File: src/rtl/seq_pattern_gen.sv
// seq_pattern_gen: serial bit-pattern generator.
// Latches pattern/length/repeat/gap on start and emits the pattern MSB-first,
// one bit per clock, with optional idle gap bits between frames.
//
// Handshake: start is sampled only in IDLE (abort wins if both are high).
// busy is high from the cycle after an accepted start until the last frame
// bit; done pulses for one cycle after the final frame. abort in any
// non-IDLE state returns to IDLE with all outputs cleared and no done pulse.
module seq_pattern_gen #(
    parameter int PAT_W = 8,
    parameter int LEN_W = 4,
    parameter int CNT_W = 8,
    parameter int GAP_W = 4
) (
    input  logic             clk,
    input  logic             reset,
    input  logic             start,
    input  logic             abort,
    input  logic [PAT_W-1:0] pattern,
    input  logic [LEN_W-1:0] pat_len,
    input  logic [CNT_W-1:0] repeat_cnt,
    input  logic [GAP_W-1:0] gap_len,
    input  logic             gap_bit,
    output logic             dout,
    output logic             dout_valid,
    output logic             frame_start,
    output logic             busy,
    output logic             done,
    output logic [1:0]       dbg_state_o
);

    localparam int IDX_W = (PAT_W > 1) ? $clog2(PAT_W) : 1;

    typedef enum logic [1:0] {
        S_IDLE  = 2'd0,
        S_SHIFT = 2'd1,
        S_GAP   = 2'd2,
        S_DONE  = 2'd3
    } state_t;

    state_t           state_q, state_d;
    logic [PAT_W-1:0] pat_q, pat_d;
    logic [LEN_W-1:0] len_q, len_d;
    logic [GAP_W-1:0] gap_len_q, gap_len_d;
    logic             gap_bit_q, gap_bit_d;
    logic [CNT_W-1:0] frames_q, frames_d;
    logic [IDX_W-1:0] bit_idx_q, bit_idx_d;
    logic [GAP_W-1:0] gap_cnt_q, gap_cnt_d;

    logic             dout_q, dout_d;
    logic             valid_q, valid_d;
    logic             fs_q, fs_d;
    logic             busy_q, busy_d;
    logic             done_q, done_d;

    assign dout        = dout_q;
    assign dout_valid  = valid_q;
    assign frame_start = fs_q;
    assign busy        = busy_q;
    assign done        = done_q;
    assign dbg_state_o = state_q;

    // Next-state and counter logic; outputs are derived from the next state so
    // they can be registered and still appear in the cycle after the decision.
    always_comb begin
        state_d   = state_q;
        pat_d     = pat_q;
        len_d     = len_q;
        gap_len_d = gap_len_q;
        gap_bit_d = gap_bit_q;
        frames_d  = frames_q;
        bit_idx_d = bit_idx_q;
        gap_cnt_d = gap_cnt_q;
        fs_d      = 1'b0;

        case (state_q)
            S_IDLE: begin
                if (start && !abort) begin
                    pat_d     = pattern;
                    len_d     = pat_len;
                    gap_len_d = gap_len;
                    gap_bit_d = gap_bit;
                    if (pat_len == '0 || pat_len > LEN_W'(PAT_W) || repeat_cnt == '0) begin
                        // Degenerate request: report completion without sending.
                        state_d = S_DONE;
                    end else begin
                        state_d   = S_SHIFT;
                        bit_idx_d = IDX_W'(pat_len - LEN_W'(1));
                        frames_d  = repeat_cnt;
                        fs_d      = 1'b1;
                    end
                end
            end
            S_SHIFT: begin
                if (bit_idx_q == '0) begin
                    frames_d = frames_q - CNT_W'(1);
                    if (frames_d != '0) begin
                        if (gap_len_q != '0) begin
                            state_d   = S_GAP;
                            gap_cnt_d = gap_len_q;
                        end else begin
                            // Back-to-back frame: reload without a bubble.
                            bit_idx_d = IDX_W'(len_q - LEN_W'(1));
                            fs_d      = 1'b1;
                        end
                    end else begin
                        // No gap after the final frame.
                        state_d = S_DONE;
                    end
                end else begin
                    bit_idx_d = bit_idx_q - IDX_W'(1);
                end
            end
            S_GAP: begin
                if (gap_cnt_q == GAP_W'(1)) begin
                    state_d   = S_SHIFT;
                    gap_cnt_d = '0;
                    bit_idx_d = IDX_W'(len_q - LEN_W'(1));
                    fs_d      = 1'b1;
                end else begin
                    gap_cnt_d = gap_cnt_q - GAP_W'(1);
                end
            end
            S_DONE: begin
                state_d = S_IDLE;
            end
            default: begin
                state_d = S_IDLE;
            end
        endcase

        // abort drops any run in progress back to a reset-like IDLE.
        if (abort && state_q != S_IDLE) begin
            state_d   = S_IDLE;
            frames_d  = '0;
            bit_idx_d = '0;
            gap_cnt_d = '0;
            fs_d      = 1'b0;
        end

        dout_d = 1'b0;
        case (state_d)
            S_SHIFT: dout_d = pat_d[bit_idx_d];
            S_GAP:   dout_d = gap_bit_d;
            default: dout_d = 1'b0;
        endcase
        valid_d = (state_d == S_SHIFT);
        busy_d  = (state_d == S_SHIFT) || (state_d == S_GAP);
        done_d  = (state_d == S_DONE);
    end

    // State, shadow, counter and output registers with synchronous active-low reset.
    always_ff @(posedge clk) begin
        if (!reset) begin
            state_q   <= S_IDLE;
            pat_q     <= '0;
            len_q     <= '0;
            gap_len_q <= '0;
            gap_bit_q <= 1'b0;
            frames_q  <= '0;
            bit_idx_q <= '0;
            gap_cnt_q <= '0;
            dout_q    <= 1'b0;
            valid_q   <= 1'b0;
            fs_q      <= 1'b0;
            busy_q    <= 1'b0;
            done_q    <= 1'b0;
        end else begin
            state_q   <= state_d;
            pat_q     <= pat_d;
            len_q     <= len_d;
            gap_len_q <= gap_len_d;
            gap_bit_q <= gap_bit_d;
            frames_q  <= frames_d;
            bit_idx_q <= bit_idx_d;
            gap_cnt_q <= gap_cnt_d;
            dout_q    <= dout_d;
            valid_q   <= valid_d;
            fs_q      <= fs_d;
            busy_q    <= busy_d;
            done_q    <= done_d;
        end
    end

endmodule

File: config.mk
export PLATFORM = sky130hd
export DESIGN_NAME = seq_pattern_gen
export DESIGN_NICKNAME = d
export VERILOG_FILES = /design/src/rtl/seq_pattern_gen.sv
export SDC_FILE = /design/constraint.sdc
export NUM_CORES = 1
export LEC_CHECK = 0
export BUFFER_PORTS_ARGS = -buffer_cell sky130_fd_sc_hd__buf_2
export CAP_MARGIN = 20
export CORE_ASPECT_RATIO = 1.5
export CORE_MARGIN = 2
export CORE_UTILIZATION = 57
export CTS_CLUSTER_SIZE = 24
export DETAILED_ROUTE_END_ITERATION = 10
export PLACE_DENSITY = 0.8
export SKIP_CTS_REPAIR_TIMING = 1
export SYNTH_ARGS = -nofsm -noshare
export SYNTH_HDL_FRONTEND = slang
export SYNTH_SLANG_ARGS = --single-unit
File: constraint.sdc
create_clock -name clk -period 4.77 [get_ports clk]
set_input_delay 1.1925 -clock clk [delete_from_list [all_inputs] [get_ports clk]]
set_output_delay 1.1925 -clock clk [all_outputs]
set_load 0.02 [all_outputs]
# Word-level counts from Yosys, hierarchy flattened
# Cells that the tools add are included.
[classes] n_addsub=5 order_cmp=2 n_eq_ne=12 n_mux=39 n_bitwise=1 n_reduce_logical=19
[ops] cell="8-bit two-way mux" count=5
[ops] cell="3-bit two-way mux" count=7
[ops] cell="4-bit two-way mux" count=4
[ops] cell="8-bit one-hot mux with 2 select lines" count=1
[ops] cell="2-bit two-way mux" count=7
[ops] cell="2-bit != test (second input constant)" count=5
[ops] cell="1-bit two-way mux" count=9
[ops] cell="3-bit one-hot mux with 3 select lines" count=1
[ops] cell="3-bit by 1-bit subtractor with 3-bit output (second input constant)" count=3
[ops] cell="2-bit == test (second input constant)" count=4
[ops] cell="8-bit zero test" count=1
[ops] cell="2-bit one-hot mux with 4 select lines" count=1
[ops] cell="4-bit one-hot mux with 2 select lines" count=1
[ops] cell="4-bit AND reduction" count=2
[ops] cell="8-bit nonzero test" count=1
[ops] cell="8-bit by 1-bit subtractor with 8-bit output (second input constant)" count=1
[ops] cell="2-bit nonzero test" count=3
[ops] cell="2-bit by 1-bit == test with 1-bit output (second input constant)" count=2
[ops] cell="4-bit by 1-bit == test with 1-bit output (second input constant)" count=1
[ops] cell="4-bit > comparator (second input constant)" count=1
[ops] cell="4-bit zero test" count=1
[ops] cell="3-bit by 4-bit < comparator with 1-bit output (second input constant)" count=1
[ops] cell="4-bit nonzero test" count=1
[ops] cell="4-bit by 1-bit subtractor with 4-bit output (second input constant)" count=1
[ops] cell="other kinds (11)" count=14
[word_totals] ff_bits=38 input_bits=29 out_inout_bits=7 elab_cells=91

# Logic depth before layout (Yosys ltp)
[logic_depth] word_depth=10 mapped_depth=15 depth_no_buf=15

# Worst setup path before layout
# OpenSTA, ideal clock, no wires.
[synth_path] path_kind="input -> register" startpoint="in start" endpoint="reg dout_q, in the netlist dout" setup_ns=0.127 t_arrival_ns=3.550 required_ns=4.643 path_slack_ns=1.093 stages=11 n_path_buf=2 cell_sequence="nand2b_4 or3_1 buf_2 or3_1 buf_2 o221a_2 a31oi_1 mux4_2 mux2i_1 o22ai_1 or3b_1"
[synth_via] elab_chain_cells=7 elab_cells_between_ends=16 cone_classes="2 x eq/ne; 13 x mux; 1 x reduce/logical"
[synth_lines] element="from (decl)" line="17" rtl="input logic start,"
[synth_lines] element="1-bit logical AND (*)" line="78" rtl="if (start && !abort) begin"
[synth_lines] element="3-bit two-way mux" line="78"
[synth_lines] element="3-bit one-hot mux with 3 select lines" line="76" rtl="case (state_q)"
[synth_lines] element="3-bit two-way mux" line="133" rtl="if (abort && state_q != S_IDLE) begin"
[synth_lines] element="1-bit binary-select mux with 3-bit select" line="143" rtl="S_SHIFT: dout_d = pat_d[bit_idx_d];"
[synth_lines] element="1-bit two-way mux (not written as such)" line="143"
[synth_lines] element="1-bit one-hot mux with 2 select lines (*)" line="142" rtl="case (state_d)"
[synth_lines] element="to (signal assigned)" line="177" rtl="dout_q <= dout_d;"
[synth_lines] element="to (decl)" line="50" rtl="logic dout_q, dout_d;"
# Every way passes the cells marked *; elsewhere a longest branch is shown, timed or not. The select of a mux whose other input is x is not followed.
# A chain may end at the register's enable or synchronous reset.

# Worst setup path after layout
[layout_path] startpoint="in abort" endpoint="reg dout_q, in the netlist dout"
[layout_via] elab_chain_cells=8 elab_cells_between_ends=18 cone_classes="2 x eq/ne; 13 x mux; 3 x reduce/logical"
[layout_lines] element="from (decl)" line="18" rtl="input logic abort,"
[layout_lines] element="1-bit zero test" line="78"
[layout_lines] element="1-bit logical AND" line="78"
[layout_lines] element="3-bit two-way mux" line="78"
[layout_lines] element="3-bit one-hot mux with 3 select lines" line="76"
[layout_lines] element="3-bit two-way mux" line="133"
[layout_lines] element="1-bit binary-select mux with 3-bit select" line="143"
[layout_lines] element="1-bit two-way mux (not written as such)" line="143"
[layout_lines] element="1-bit one-hot mux with 2 select lines (*)" line="142"
# Marks and branches as above.

==> results_dict.tcl <==
set metrics [dict create \
    status "finished, final reports clean" \
    p_int_w 0.0006114 \
    report.final.slew_viol_count 0 \
    hold_start "pat_q[7]$_SDFF_PN0_" \
    max_slew_margin_pct 52.55 \
    ys_seq_area_share_pct 31.08 \
    path_depth 10 \
    syn_area_um2 2447 \
    final-instance-count-excl-fill 384 \
    setup_violations 0 \
    cp.required_ns 4.95 \
    max_freq_ghz 0.2635 \
    start_util_pct 58.65 \
    grtUsageTotal_pct 24.78 \
    place_congestion 0.9191 \
    yosys-top-cells-count "nand2_1, dfxtp_1, nor2_1, a21oi_1, inv_1" \
    clkTransAtPathRegs_ns 0.08 \
    grt_overflow_total 0 \
    hold_end "pat_q[7]$_SDFF_PN0_" \
    fillCellCount 360 \
    antenna_cells 0 \
    leakagePower_nw 1.093 \
    fin_area_um2 2756 \
    crit_family "simple AND/OR/NAND/NOR gates" \
    layout-drive-gt1-share_pct 21.30 \
    die_w_um 57.50 \
    hpwl_um 4379 \
    syn-mean-instance-area_um2 8.050 \
    antenna_found_initial 0 \
    pwr-share-seq_pct 40.0 \
    cp-end-kind "flop" \
    whs_ns 0.4723 \
    p_sw_share_pct 32.68 \
    avgViaCountPerCell 5.862 \
    rr_worst_depth 11 \
    grt_pass1_vias 2182 \
    synthDominantCellAreaShare_pct 31.08 \
    power_switching_w 0.0002968 \
    synthArstFlopShare_pct 0 \
    power.total_w 0.0009082 \
    slowest_delay_ns 0.44 \
    grt_pass1_wl_um 9515 \
    grt_max_degree 23 \
    power.share.combinational_pct 30.1 \
    portBuffers 35 \
    worst_pin_slew_ns 0.7092 \
    cts_tree "done" \
    cts_buffers 5 \
    wl_per_cell_um 14.70 \
    min_path_type "flop to flop" \
    ff_latch_area_um2 760.7 \
    fin_crit_ns 3.795 \
    rrSetupSlack_ns 1.28 \
    yosysTopAreaCell "dfxtp_1" \
    htree_levels 2 \
    synth_most_common_cell "nand2_1" \
    antenna_left 0 \
    crit_chain "buf_2 -> or3_1 -> buf_4 -> or3_1 -> o221a_2 -> a31oi_1 -> mux4_2 -> mux2i_1 -> o22ai_1 -> or3b_1" \
    syn-instance-count 304 \
    ys_warn_count 0 \
    start_kind "input pin" \
    root_buffer "clkbuf_8" \
    syn_nets 345 \
    area_growth_pct 12.63 \
    drtIter0Drc 86 \
    synth_top_flop_cell "dfxtp_1" \
    power.density_nw_per_um2 329.5 \
    setup_tns_ns 0 \
    multi_input_comb_area_um2 1572 \
    ys_ff_latch 38 \
    fin_worst_skew_ns 0.001553 \
    rr_startpoint "frames_q[0]$_SDFFE_PP0P_" \
    synth_edf_count 0 \
    synth_area_leaders "dfxtp_1, nand2_1, ha_1, a21boi_0, nor2_1" \
    cts_max_path_buffers 2 \
    fp.dieArea_um2 4844 \
    insertion_delay_ns 0.29 \
    num_vias 2251 \
    finalHoldViolations 0 \
    yosysUniqueCellTypes 57 \
    hold_depth 2 \
    core-area_um2 4173 \
    r2r-end "dout$_SDFF_PN0_" \
    numClockSinks 38 \
    dpl-instance-area_um2 2648 \
    max-cap-violations 0 \
    cpMostUsedCell "or3_1" \
    num-nets-final 378 \
    place_inst 376 \
    drt_pass1_iterations 4 \
    ios 36 \
    clkPwrFrac_pct 29.8 \
    wl_um 5646 \
    critPathMaxFanout 18 \
    worstPathArrival_ns 3.97 \
    rsz0062_at_grt "no" \
    ir_drop_uv 250.1 \
    die_h_um 84.25 \
    drcViolationCount 0 \
    post-route-period-util_pct 79.57 \
    crit_slowest_cell "or3_1" \
    fp-row-count 29 \
    path_buf_inv 2 \
    worstSetupPathType "input pin to flop" \
]
state kept, by name, indices dropped and copies added, names as in the netlist:
signal       count
frames_q         8
pat_q            8
gap_cnt_q        4
gap_len_q        4
bit_idx_q        3
len_q            3
dbg_state_o      2
busy             1
done             1
dout             1
dout_valid       1
frame_start      1
gap_bit_q        1
worst max path at each step:
stage,start,endpoint,slack (ns)
after floorplan,start,dout$_SDFF_PN0_,1.09
after global placement,abort,dout$_SDFF_PN0_,0.75
after detailed placement,abort,dout$_SDFF_PN0_,0.67
after CTS,abort,dout$_SDFF_PN0_,0.97
after global routing,abort,dout$_SDFF_PN0_,0.80
final,abort,dout$_SDFF_PN0_,0.97
per-layer routing:
layer	global-route usage [%]	part of all wire [%]	wire [µm]
met5	0	0	0
met4	9.302	2.7	155
met3	4.622	4.3	245
met2	46.69	53	3002
met1	26.18	40	2243
cell type report:
cell class                      count  area share, %
Sequential cell                    38          27.60
Clock inverter                      3          1.453
Tap cell                           46          2.088
Clock buffer                        5          2.497
Multi-Input combinational cell    238          57.01
Timing Repair Buffer               38          7.172
Inverter                           16          2.179
metrics by stage:
step,setup WS (ns),util [%]
after floorplan,1.093,-
after CTS,0.9661,66.06
final,0.9746,66.06
after global placement,0.7474,63.45
after detailed placement,0.6674,63.45
after global routing,0.7963,66.06
cells in the final DEF (no fill, tap or decap), types with 2 or more instances in the layout:
cell      count
a211oi_1      8
a21boi_0     15
a21oi_1      21
a22oi_1       4
a31oi_1       2
and2_1        3
and2_2        2
buf_2        35
buf_4         3
clkbuf_8      5
clkinv_2      2
dfxtp_1      38
ha_1         12
inv_1        16
mux2i_1       7
mux4_2        2
nand2_1      52
nand2b_1      2
nand3_1       5
nor2_1       30
nor2b_1       4
nor3_1        6
nor4b_1       2
o21ai_0      14
o31ai_1       3
or2_2         3
or3_1         3
or4_1         4
xnor2_1       5
power groups by stage:
stage                     Combinational [W]  Sequential, W  Clock, W
after floorplan                    0.000209       0.000368         0
after global placement             0.000270       0.000370         0
after detailed placement           0.000273       0.000371         0
after CTS                          0.000275       0.000363  0.000274
after global routing               0.000304       0.000367  0.000284
final                              0.000274       0.000364  0.000271
cell families after synthesis:
kind of cell | share of synthesized area, %
simple gates | 26.02
compound gates | 25.56
flops | 31.08
buf+inv | 4.703
fa+ha+maj | 6.135
mux | 4.703
xor+xnor | 1.789
worst register-to-register path: stages, from the launching register on:
cell     delay [ns]
dfxtp_1        0.36
inv_1          0.12
ha_1           0.25
or3b_4         0.43
or4_4          0.45
a31oi_4        0.28
nand3_1        0.15
a31oi_1        0.40
mux4_2         0.36
mux2i_1        0.15
o22ai_1        0.08
or3b_1         0.36
No activity file was read; power rests on OpenSTA's default activity.
